File: config.mk
export PLATFORM = sky130hd
export DESIGN_NAME = mult_op_sequencer
export DESIGN_NICKNAME = d
export VERILOG_FILES = /design/src/rtl/mult_seq_pkg.sv /design/src/rtl/mult_seq_fifo.sv /design/src/rtl/mult_op_sequencer.sv
export SDC_FILE = /design/constraint.sdc
export NUM_CORES = 1
export LEC_CHECK = 0
export BUFFER_PORTS_ARGS = -buffer_cell sky130_fd_sc_hd__buf_2
export CORE_ASPECT_RATIO = 1.1
export CORE_MARGIN = 8
export CORE_UTILIZATION = 62
export CTS_BUF_LIST = sky130_fd_sc_hd__clkbuf_8
export CTS_CLUSTER_SIZE = 20
export DETAILED_ROUTE_END_ITERATION = 8
export MAX_ROUTING_LAYER = met4
export PLACE_DENSITY = 0.87
export SYNTH_ARGS = -nofsm -noshare
export SYNTH_HDL_FRONTEND = slang
export SYNTH_SLANG_ARGS = --single-unit
File: constraint.sdc
create_clock -name clk -period 8.4 [get_ports clk]
set_clock_uncertainty 0.05 [all_clocks]
set_input_delay 0.84 -clock clk [delete_from_list [all_inputs] [get_ports clk]]
set_output_delay 0.84 -clock clk [all_outputs]
set_load 0.01 [all_outputs]
File: src/rtl/mult_seq_pkg.sv
// Shared types and widths for the mult32x32 operand sequencer.
package mult_seq_pkg;

  localparam int OPND_W = 32;
  localparam int PROD_W = 64;

  typedef enum logic [1:0] {
    IDLE,
    ISSUE,
    WAIT_BUSY,
    WAIT_DONE
  } mult_seq_state_t;

  typedef struct packed {
    logic [OPND_W-1:0] a;
    logic [OPND_W-1:0] b;
  } mult_opnd_t;

endpackage

File: src/rtl/mult_seq_fifo.sv
// Synchronous operand-pair FIFO with full/empty/count.
// DEPTH must be a power of two so the pointers wrap naturally.
module mult_seq_fifo
  import mult_seq_pkg::*;
#(
  parameter int DEPTH = 4
) (
  input  logic                         clk,
  input  logic                         reset,
  input  logic                         push_i,
  input  mult_opnd_t                   data_i,
  input  logic                         pop_i,
  output mult_opnd_t                   data_o,
  output logic                         full_o,
  output logic                         empty_o,
  output logic [$clog2(DEPTH+1)-1:0]   count_o
);

  localparam int PTR_W = $clog2(DEPTH);
  localparam int CNT_W = $clog2(DEPTH+1);

  mult_opnd_t       mem_q [DEPTH];
  logic [PTR_W-1:0] wptr_q;
  logic [PTR_W-1:0] rptr_q;
  logic [CNT_W-1:0] count_q;
  logic             doPush;
  logic             doPop;

  // A full FIFO refuses pushes even when a pop happens in the same cycle,
  // which keeps in_ready a pure function of the stored count.
  assign full_o  = (count_q == CNT_W'(DEPTH));
  assign empty_o = (count_q == '0);
  assign count_o = count_q;
  assign doPush  = push_i && !full_o;
  assign doPop   = pop_i && !empty_o;
  assign data_o  = mem_q[rptr_q];

  // Storage array is written only on an accepted push; contents need no reset.
  always_ff @(posedge clk) begin
    if (doPush) begin
      mem_q[wptr_q] <= data_i;
    end
  end

  // Pointers and occupancy; a simultaneous push and pop leaves the count unchanged.
  always_ff @(posedge clk or posedge reset) begin
    if (reset) begin
      wptr_q  <= '0;
      rptr_q  <= '0;
      count_q <= '0;
    end else begin
      if (doPush) begin
        wptr_q <= wptr_q + PTR_W'(1);
      end
      if (doPop) begin
        rptr_q <= rptr_q + PTR_W'(1);
      end
      case ({doPush, doPop})
        2'b10:   count_q <= count_q + CNT_W'(1);
        2'b01:   count_q <= count_q - CNT_W'(1);
        default: count_q <= count_q;
      endcase
    end
  end

endmodule

File: src/rtl/mult_op_sequencer.sv
// Operand queue and start/busy handshake front end for mult32x32.
// Optional running sum of products is built when MULT_SEQ_ACCUM_EN is defined.
module mult_op_sequencer
  import mult_seq_pkg::*;
#(
  parameter int DEPTH = 4
) (
  input  logic              clk,
  input  logic              reset,
  input  logic              in_valid,
  output logic              in_ready,
  input  logic [OPND_W-1:0] in_a,
  input  logic [OPND_W-1:0] in_b,
  output logic              out_valid,
  input  logic              out_ready,
  output logic [PROD_W-1:0] out_product,
  output logic              mul_start,
  output logic [OPND_W-1:0] mul_a,
  output logic [OPND_W-1:0] mul_b,
`ifdef MULT_SEQ_ACCUM_EN
  input  logic              acc_clear,
  output logic [PROD_W-1:0] acc_sum,
`endif
  input  logic              mul_busy,
  input  logic [PROD_W-1:0] mul_product
);

  mult_seq_state_t               state_q;
  mult_seq_state_t               state_d;
  logic [OPND_W-1:0]             mulA_q;
  logic [OPND_W-1:0]             mulB_q;
  logic                          outValid_q;
  logic [PROD_W-1:0]             outProduct_q;
  logic                          fifoFull;
  logic                          fifoEmpty;
  logic [$clog2(DEPTH+1)-1:0]    fifoCount;
  logic                          fifoPop;
  logic                          mulStart;
  logic                          capture;
  mult_opnd_t                    fifoIn;
  mult_opnd_t                    fifoHead;

  assign fifoIn.a = in_a;
  assign fifoIn.b = in_b;

  mult_seq_fifo #(
    .DEPTH (DEPTH)
  ) u_fifo (
    .clk     (clk),
    .reset   (reset),
    .push_i  (in_valid),
    .data_i  (fifoIn),
    .pop_i   (fifoPop),
    .data_o  (fifoHead),
    .full_o  (fifoFull),
    .empty_o (fifoEmpty),
    .count_o (fifoCount)
  );

  assign in_ready    = !fifoFull;
  assign out_valid   = outValid_q;
  assign out_product = outProduct_q;
  assign mul_start   = mulStart;
  assign mul_a       = mulA_q;
  assign mul_b       = mulB_q;

  // State register; reset abandons any operation in flight.
  always_ff @(posedge clk or posedge reset) begin
    if (reset) begin
      state_q <= IDLE;
    end else begin
      state_q <= state_d;
    end
  end

  // Next state: issue only when the output register is free, so a finished
  // product always has somewhere to land; never capture before busy was seen.
  always_comb begin
    state_d = state_q;
    case (state_q)
      IDLE:      if (!fifoEmpty && !outValid_q) state_d = ISSUE;
      ISSUE:     state_d = WAIT_BUSY;
      WAIT_BUSY: if (mul_busy) state_d = WAIT_DONE;
      WAIT_DONE: if (!mul_busy) state_d = IDLE;
      default:   state_d = IDLE;
    endcase
  end

  // Per-state outputs: pop on the way into ISSUE, one-cycle start, capture on busy low.
  always_comb begin
    mulStart = 1'b0;
    fifoPop  = 1'b0;
    capture  = 1'b0;
    case (state_q)
      IDLE:      fifoPop  = !fifoEmpty && !outValid_q;
      ISSUE:     mulStart = 1'b1;
      WAIT_DONE: capture  = !mul_busy;
      default:   ;
    endcase
  end

  // Operand registers load from the FIFO head at pop and hold through capture.
  always_ff @(posedge clk or posedge reset) begin
    if (reset) begin
      mulA_q <= '0;
      mulB_q <= '0;
    end else if (fifoPop) begin
      mulA_q <= fifoHead.a;
      mulB_q <= fifoHead.b;
    end
  end

  // Result register holds the product until the consumer takes it.
  always_ff @(posedge clk or posedge reset) begin
    if (reset) begin
      outValid_q   <= 1'b0;
      outProduct_q <= '0;
    end else if (capture) begin
      outValid_q   <= 1'b1;
      outProduct_q <= mul_product;
    end else if (outValid_q && out_ready) begin
      outValid_q   <= 1'b0;
    end
  end

`ifdef MULT_SEQ_ACCUM_EN
  logic [PROD_W-1:0] acc_q;
  logic [PROD_W-1:0] acc_d;

  assign acc_sum = acc_q;

  // Running sum wraps modulo 2^64; a clear coinciding with a capture keeps just the new product.
  always_comb begin
    acc_d = acc_q;
    if (capture) begin
      acc_d = acc_clear ? mul_product : acc_q + mul_product;
    end else if (acc_clear) begin
      acc_d = '0;
    end
  end

  // Accumulator register.
  always_ff @(posedge clk or posedge reset) begin
    if (reset) begin
      acc_q <= '0;
    end else begin
      acc_q <= acc_d;
    end
  end
`endif

  // The FIFO's empty flag and its count must always agree.
  assert property (@(posedge clk) disable iff (reset) fifoEmpty == (fifoCount == '0));

endmodule

==> results.sh, run 1 <==
export IMPL_outcome="finished clean"
export IMPL_placement_io_buffers=263
export IMPL_vias_in_the_first_global_route=8148
export IMPL_worstPathMaxFanout=46
export IMPL_clock_transition_at_the_registers_of_the_reported_paths_ps=70
export IMPL_worst_ep_required_time_ps=8790
export IMPL_setup_tns_ps=0
export IMPL_synth_seq_area_share=0.7632
export IMPL_r2r_depth=3
export IMPL_fp_row_count=59
export IMPL_fin_crit_sh=0.3105
export IMPL_arrival_ps=2990
export IMPL_yosysTopAreaCellShare=0.5266
export IMPL_number_of_instances_resized_during_post_cts_repair=0
export IMPL_dieWidth_um=162.3
export IMPL_critical_path_reg2reg_endpoint="mul_b[30]$_DFFE_PP0N_"
export IMPL_final_hold_violation_count=0
export IMPL_crit_path_max_incr_delay_ps=820
export IMPL_worst_setup_path_type="register to register"
export IMPL_worstSkewPairLatency_ps=560
export IMPL_tritoncts="yes"
export IMPL_hold_buffers=0
export IMPL_wire_per_inst_um=22.43
export IMPL_end_kind="register"
export IMPL_mostFrequentLayoutCells="sky130_fd_sc_hd__buf_2 (263), sky130_fd_sc_hd__edfxtp_1 (256), sky130_fd_sc_hd__dfrtp_1 (136), sky130_fd_sc_hd__mux2_2 (130), sky130_fd_sc_hd__clkbuf_8 (67)"
export IMPL_hpwlAfterDp_mm=18.37
export IMPL_grt_ovfl_total=0
export IMPL_finalNetCount=1104
export IMPL_synth_cell_area_um2=14600
export IMPL_ant_nets=0
export IMPL_max_freq_mhz=383.4
export IMPL_dr_pass1_iters=6
export IMPL_timing_rr_start="u_fifo.rptr_q[0]$_DFFE_PP0P_"
export IMPL_number_of_antenna_violations_at_the_first_check_in_global_routing=3
export IMPL_die_y_um=176.9
export IMPL_post_route_cells_drive_above_1_share=0.5457
export IMPL_die_area_um2=28720
export IMPL_cts_htree_levels=2
export IMPL_drt_total_wl_mm=29.47
export IMPL_clkSinkCount=394
export IMPL_path_cells="buf_4, mux4_2, mux2_2"
export IMPL_io_pins=264
export IMPL_p_per_area_nw_per_um2=371.6
export IMPL_final_fill_count=1348
export IMPL_ys_ff_latch=394
export IMPL_grt_usage=0.2098
export IMPL_coreArea_um2=23400
export IMPL_synth_top_area_cell="sky130_fd_sc_hd__edfxtp_1"
export IMPL_slew_viol_final=0
export IMPL_starting_density_of_the_core=0.6238
export IMPL_drt_drc_violations_left=0
export IMPL_worst_slack_ps=5792
export IMPL_leakage_uw=0.006828
export IMPL_worst_ir_drop_vdd_v=0.0002457
export IMPL_rsz_0062_raised_after_global_routing="false"
export IMPL_cts_made_buffers=56
export IMPL_syn_num_nets=807
export IMPL_clockBufferDepth=3
export IMPL_yosys_warnings=0
export IMPL_reg2reg_slack_ps=5790
export IMPL_postSynthCellCount=663
export IMPL_pwr_share_clk=0.226
export IMPL_p_int_uw=4509
export IMPL_setup_violations=0
export IMPL_power_combinational_fraction=0.297
export IMPL_slew_headroom=0.2926
export IMPL_layout_commonest_cell="sky130_fd_sc_hd__buf_2"
export IMPL_multiInputGateArea_um2=3271
export IMPL_power_share_sequential=0.477
export IMPL_placement_setup_worst_slack_ps=5709
export IMPL_worst_setup_path_start_kind="register"
export IMPL_viasPerCell=5.624
export IMPL_hold_ws_ps=340.4
export IMPL_first_pass_grt_wire_length_mm=45.11
export IMPL_timing_max_cap_violations=0
export IMPL_area_taken_by_flip_flops_and_latches_um2=11150
export IMPL_post_cts_setup_buffers=0
export IMPL_flow_area_growth_from_synthesis_pct=18.74
export IMPL_worst_slew_pin_slew_ps=1061
export IMPL_critPathSlowestCell="sky130_fd_sc_hd__buf_4"
export IMPL_dominant_cells_by_area_after_synthesis="sky130_fd_sc_hd__edfxtp_1 (53%), sky130_fd_sc_hd__dfrtp_1 (24%), sky130_fd_sc_hd__mux2_2 (10%)"
export IMPL_finalWorstPathRequiredPeriod_ps=2608
export IMPL_library_cells_used_by_synthesis=29
export IMPL_sw_ratio=0.2999
export IMPL_drt_iter0_markers=367
export IMPL_cts_root_buf="sky130_fd_sc_hd__clkbuf_8"
export IMPL_place_congestion=0.7961
export IMPL_worst_hold_path_type="input pin to asynchronous set/reset pin"
export IMPL_p_sw_uw=1932
export IMPL_via_count=7390
export IMPL_synthesis_area_per_instance_um2=22.02
export IMPL_grt_start_max_net_pins=75
==> Yosys cell counts <==
cell / instances
sky130_fd_sc_hd__edfxtp_1: 256
sky130_fd_sc_hd__dfrtp_1: 138
sky130_fd_sc_hd__mux2_2: 130
sky130_fd_sc_hd__mux4_2: 64
sky130_fd_sc_hd__buf_2: 11
sky130_fd_sc_hd__inv_1: 11
sky130_fd_sc_hd__ha_1: 10
sky130_fd_sc_hd__buf_6: 6
sky130_fd_sc_hd__clkbuf_1: 5
sky130_fd_sc_hd__and3_1: 4
sky130_fd_sc_hd__buf_4: 4
sky130_fd_sc_hd__xor2_1: 4
sky130_fd_sc_hd__buf_1: 2
sky130_fd_sc_hd__nor2_1: 2
sky130_fd_sc_hd__xnor2_1: 2
sky130_fd_sc_hd__a21o_1: 1
sky130_fd_sc_hd__a21oi_1: 1
sky130_fd_sc_hd__a221oi_1: 1
sky130_fd_sc_hd__a22o_1: 1
sky130_fd_sc_hd__a2bb2oi_1: 1
sky130_fd_sc_hd__and2_1: 1
sky130_fd_sc_hd__fa_1: 1
sky130_fd_sc_hd__nand2_1: 1
sky130_fd_sc_hd__nor2b_1: 1
sky130_fd_sc_hd__nor3_2: 1
sky130_fd_sc_hd__nor3b_2: 1
sky130_fd_sc_hd__nor4bb_1: 1
sky130_fd_sc_hd__o21ai_0: 1
sky130_fd_sc_hd__or3b_1: 1
==> sequential cells by signal, indices dropped and copies added, names as in the netlist <==
| register | count |
|---|---|
| mul_b | 32 |
| state_q | 2 |
| out_valid | 1 |
| u_fifo.count_o | 3 |
| u_fifo.mem_q | 256 |
| u_fifo.wptr_q | 2 |
| mul_a | 32 |
| u_fifo.rptr_q | 2 |
| out_product | 64 |
==> metrics by stage <==
stage	power (uW)	utilization	instances	instance area, um^2
finish	6440	0.7407	1314	17330
global route	6771	0.7407	1314	17330
CTS	6539	0.7404	1311	17330
detailed placement	5072	0.6920	1207	16190
global placement	4976	0.6920	1207	16190
floorplan	4338	-	663	14600
==> critical path, delay by kind of cell (launching register included) <==
family	cells	cell delay, ps
buf+inv	1	820
flops	1	700
mux	2	900
==> area by class of cell <==
| class | count | share of cell area |
|---|---|---|
| inverters | 11 | 0.002671 |
| diodes | 3 | 0.0004331 |
| clock buffers | 67 | 0.05320 |
| repair buffers | 267 | 0.07767 |
| flip-flops and latches | 394 | 0.6432 |
| clock inverters | 37 | 0.01213 |
| multi-input cells | 230 | 0.1887 |
| well taps | 305 | 0.02202 |
==> worst max path at each step <==
stage | start | endpoint | depth (start not counted)
after floorplan | reset | mul_a[0]$_DFFE_PP0N_ | 1
after global placement | reset | u_fifo.rptr_q[1]$_DFFE_PP0P_ | 3
after detailed placement | u_fifo.rptr_q[0]$_DFFE_PP0P_ | mul_a[15]$_DFFE_PP0N_ | 3
after CTS | u_fifo.rptr_q[0]$_DFFE_PP0P_ | mul_b[30]$_DFFE_PP0N_ | 3
after global routing | u_fifo.rptr_q[0]$_DFFE_PP0P_ | mul_b[30]$_DFFE_PP0N_ | 3
final | u_fifo.rptr_q[0]$_DFFE_PP0P_ | mul_b[30]$_DFFE_PP0N_ | 3
==> per-layer routing <==
layer | vias up | routed length (um) | GRT usage
met5 | - | 0 | -
met4 | 0 | 448 | 0.05598
met3 | 36 | 2509 | 0.05631
met2 | 311 | 15350 | 0.3655
met1 | 3814 | 11170 | 0.2361
li1 | 3229 | - | -
==> cells by family after synthesis <==
| group | Yosys count | synth area share |
|---|---|---|
| DFF | 394 | 0.7632 |
| AOI/OAI and AO/OA | 6 | 0.003000 |
| adders and majority gates | 11 | 0.009943 |
| buffers and inverters | 39 | 0.01509 |
| muxes | 194 | 0.1990 |
| and+or+nand+nor | 13 | 0.006171 |
| xor gates and xnor gates | 6 | 0.003600 |
==> power groups by stage <==
| stage | combinational (uW) | clock (uW) | sequential (uW) |
|---|---|---|---|
| after floorplan | 1240 | 0 | 3100 |
| after global placement | 1900 | 0 | 3080 |
| after detailed placement | 1960 | 0 | 3110 |
| after CTS | 1960 | 1490 | 3080 |
| after global routing | 2070 | 1560 | 3140 |
| final | 1920 | 1460 | 3070 |
Note: power is estimated with default switching activity, not from simulation.
==> run 2, diff against run 1 <==
CORE_UTILIZATION = 58   (was 62)
PLACE_DENSITY = 0.83   (was 0.87)
clock period = 2.41 ns   (was 8.4 ns; I/O delays follow)
==> run 2 against run 1 <==
  * Combinational power rose to 4.0 times the previous value
  * Wire length is 10% higher
  * Hold slack worse by 280 ps
  * Largest cell class unchanged
  * Largest power group unchanged
  * Highest routed layer unchanged
==> results.sh, run 2 (synthesized netlist as in run 1, its figures left out) <==
export IMPL_outcome="finished clean"
export IMPL_grt_use_met3=0.04927
export IMPL_worst_hold_path_type="input pin to register"
export IMPL_critical_path_depth_in_cells=9
export IMPL_mostFrequentLayoutCells="sky130_fd_sc_hd__buf_2 (263), sky130_fd_sc_hd__edfxtp_1 (256), sky130_fd_sc_hd__dfrtp_1 (136), sky130_fd_sc_hd__mux2_2 (130), sky130_fd_sc_hd__dlygate4sd3_1 (130)"
export IMPL_p_per_area_nw_per_um2=1239
export IMPL_clkSinkCount=394
export IMPL_layout_commonest_cell="sky130_fd_sc_hd__buf_2"
export IMPL_clock_transition_at_the_registers_of_the_reported_paths_ps=60
export IMPL_timing_max_cap_violations=0
export IMPL_worst_slew_pin_slew_ps=887.1
export IMPL_slew_headroom=0.4074
export IMPL_power_share_sequential=0.439
export IMPL_critPathSlowestCell="sky130_fd_sc_hd__dfrtp_1"
export IMPL_dr_pass1_iters=5
export IMPL_slew_viol_final=0
export IMPL_r2r_depth=9
export IMPL_cts_root_buf="sky130_fd_sc_hd__clkbuf_8"
export IMPL_worstSkewPairLatency_ps=570
export IMPL_drt_iter0_markers=597
export IMPL_grt_ovfl_total=0
export IMPL_hpwlAfterDp_mm=19.57
export IMPL_flow_area_growth_from_synthesis_pct=30.41
export IMPL_coreArea_um2=25030
export IMPL_grt_most_used_layer="met2"
export IMPL_viasPerCell=5.435
export IMPL_tritoncts="yes"
export IMPL_pwr_share_clk=0.238
export IMPL_path_cells="or3b_4, and2_1, inv_1, ha_1, inv_1, fa_1, xor2_1, nor2_1, xor2_1"
export IMPL_end_kind="register"
export IMPL_fin_crit_sh=0.9399
export IMPL_worst_setup_path_start_kind="register"
export IMPL_cts_made_buffers=57
export IMPL_setup_tns_ps=0
export IMPL_globalRouteMet2Util=0.3718
export IMPL_leakage_uw=0.007539
export IMPL_instances_no_fill=1472
export IMPL_drt_total_wl_mm=32.46
export IMPL_first_pass_grt_wire_length_mm=51.05
export IMPL_place_inst=1232
export IMPL_dieWidth_um=167.3
export IMPL_final_hold_violation_count=0
export IMPL_worst_ep_required_time_ps=2840
export IMPL_die_y_um=182.4
export IMPL_worst_ir_drop_vdd_v=0.0007431
export IMPL_post_route_cells_drive_above_1_share=0.4957
export IMPL_setup_violations=0
export IMPL_ant_nets=0
export IMPL_clockBufferDepth=3
export IMPL_grt_usage=0.2212
export IMPL_worst_setup_path_type="register to register"
export IMPL_number_of_antenna_violations_at_the_first_check_in_global_routing=3
export IMPL_p_int_uw=16550
export IMPL_p_sw_uw=7033
export IMPL_worst_hold_path_num_cells=3
export IMPL_groute_layer_met1_usage=0.2705
export IMPL_die_area_um2=30510
export IMPL_starting_density_of_the_core=0.5831
export IMPL_final_fill_count=1326
export IMPL_critical_path_buf_inv_count=2
export IMPL_finalWorstPathRequiredPeriod_ps=2265
export IMPL_crit_path_max_incr_delay_ps=410
export IMPL_rsz_0062_raised_after_global_routing="false"
export IMPL_vias_in_the_first_global_route=8927
export IMPL_power_combinational_fraction=0.323
export IMPL_reg2reg_slack_ps=140
export IMPL_cts_htree_levels=2
export IMPL_regMostFlops="u_fifo.mem_q"
export IMPL_place_congestion=0.9108
export IMPL_fp_row_count=61
export IMPL_arrival_ps=2690
export IMPL_placement_io_buffers=263
export IMPL_wire_per_inst_um=22.05
export IMPL_largest_reg_flops=256
export IMPL_max_freq_mhz=441.5
export IMPL_via_count=8000
export IMPL_drt_drc_violations_left=0
export IMPL_finalNetCount=1251
export IMPL_io_pins=264
export IMPL_critical_path_top_delay_family="simple AND/OR/NAND/NOR gates"
export IMPL_sw_ratio=0.2982
export IMPL_worstPathMaxFanout=4
export IMPL_grt_start_max_net_pins=66
==> run 2: changes by cell type in the layout (fill, tap and decap cells not counted), sizes merged <==
cell,delta
dlygate4sd3,+130
buf,+16
clkbuf,+8
inv,-7
bufinv,+2
clkinv,-1
==> run 2: path summary, 6_finish.rpt <==
path / startpoint / to
min in group asynchronous: reset / out_product[28]$_DFFE_PP0P_
worst min register to register: mul_b[13]$_DFFE_PP0N_ / mul_b[13]$_DFFE_PP0N_
worst max-delay path: u_fifo.count_o[1]$_DFFE_PP0P_ / u_fifo.count_o[2]$_DFFE_PP0P_
worst max register to register: u_fifo.count_o[1]$_DFFE_PP0P_ / u_fifo.count_o[2]$_DFFE_PP0P_
max in group asynchronous: reset / mul_a[22]$_DFFE_PP0N_
worst min-delay path: mul_busy / out_valid$_DFFE_PP0P_
==> run 2: area by class of cell <==
type                    count  area (um^2)  share of cell area
flip-flops and latches    394        11150              0.5856
well taps                 315        394.1             0.02070
diodes                      3        7.507           0.0003943
clock inverters            31        231.5             0.01216
inverters                  11        45.04            0.002366
multi-input cells         230         3273              0.1719
clock buffers              75         1032             0.05422
repair buffers            413         2905              0.1526
==> run 2: tightest hold or removal path, cell delays in order <==
cell and delay (ps):
sky130_fd_sc_hd__buf_2 130, sky130_fd_sc_hd__nor2b_4 100, sky130_fd_sc_hd__a21o_1 170
==> run 2: stage by stage <==
step | area, um^2 | utilization | hold WS (ps) | total power (uW) | worst slack, ps
5_1_grt | 19040 | 0.7604 | 36.11 | 24820 | 9.541
3_5_place_dp | 16450 | 0.6573 | 409.3 | 17950 | 164.2
3_3_place_gp | 16450 | 0.6573 | 388.8 | 17640 | 227.8
6_report | 19040 | 0.7604 | 60.64 | 23590 | 144.8
4_1_cts | 19020 | 0.7597 | 13.65 | 23760 | 137.1
2_1_floorplan | 14610 | - | 289.9 | 15090 | 88.55
==> run 2: power by group through the flow <==
stage	clock network, uW	logic (uW)	registers (uW)
final	5600	7630	10400
after global routing	6010	8260	10500
after CTS	5720	7730	10300
after detailed placement	0	7520	10400
after global placement	0	7340	10300
after floorplan	0	4320	10800
==> run 2: metal layers <==
| layer | vias up | part of all wire |
|---|---|---|
| met3 | 52 | 0.068 |
| met2 | 343 | 0.51 |
| met4 | 0 | 0.019 |
| met1 | 4074 | 0.40 |
| met5 | - | 0 |
| li1 | 3531 | - |
==> run 2: timing repair <==
action,in CTS,in global routing
buffers inserted,0,1
hold endpoints to repair,352,0
resized for setup,0,1
hold buffers,130,0
setup endpoints to repair,0,1
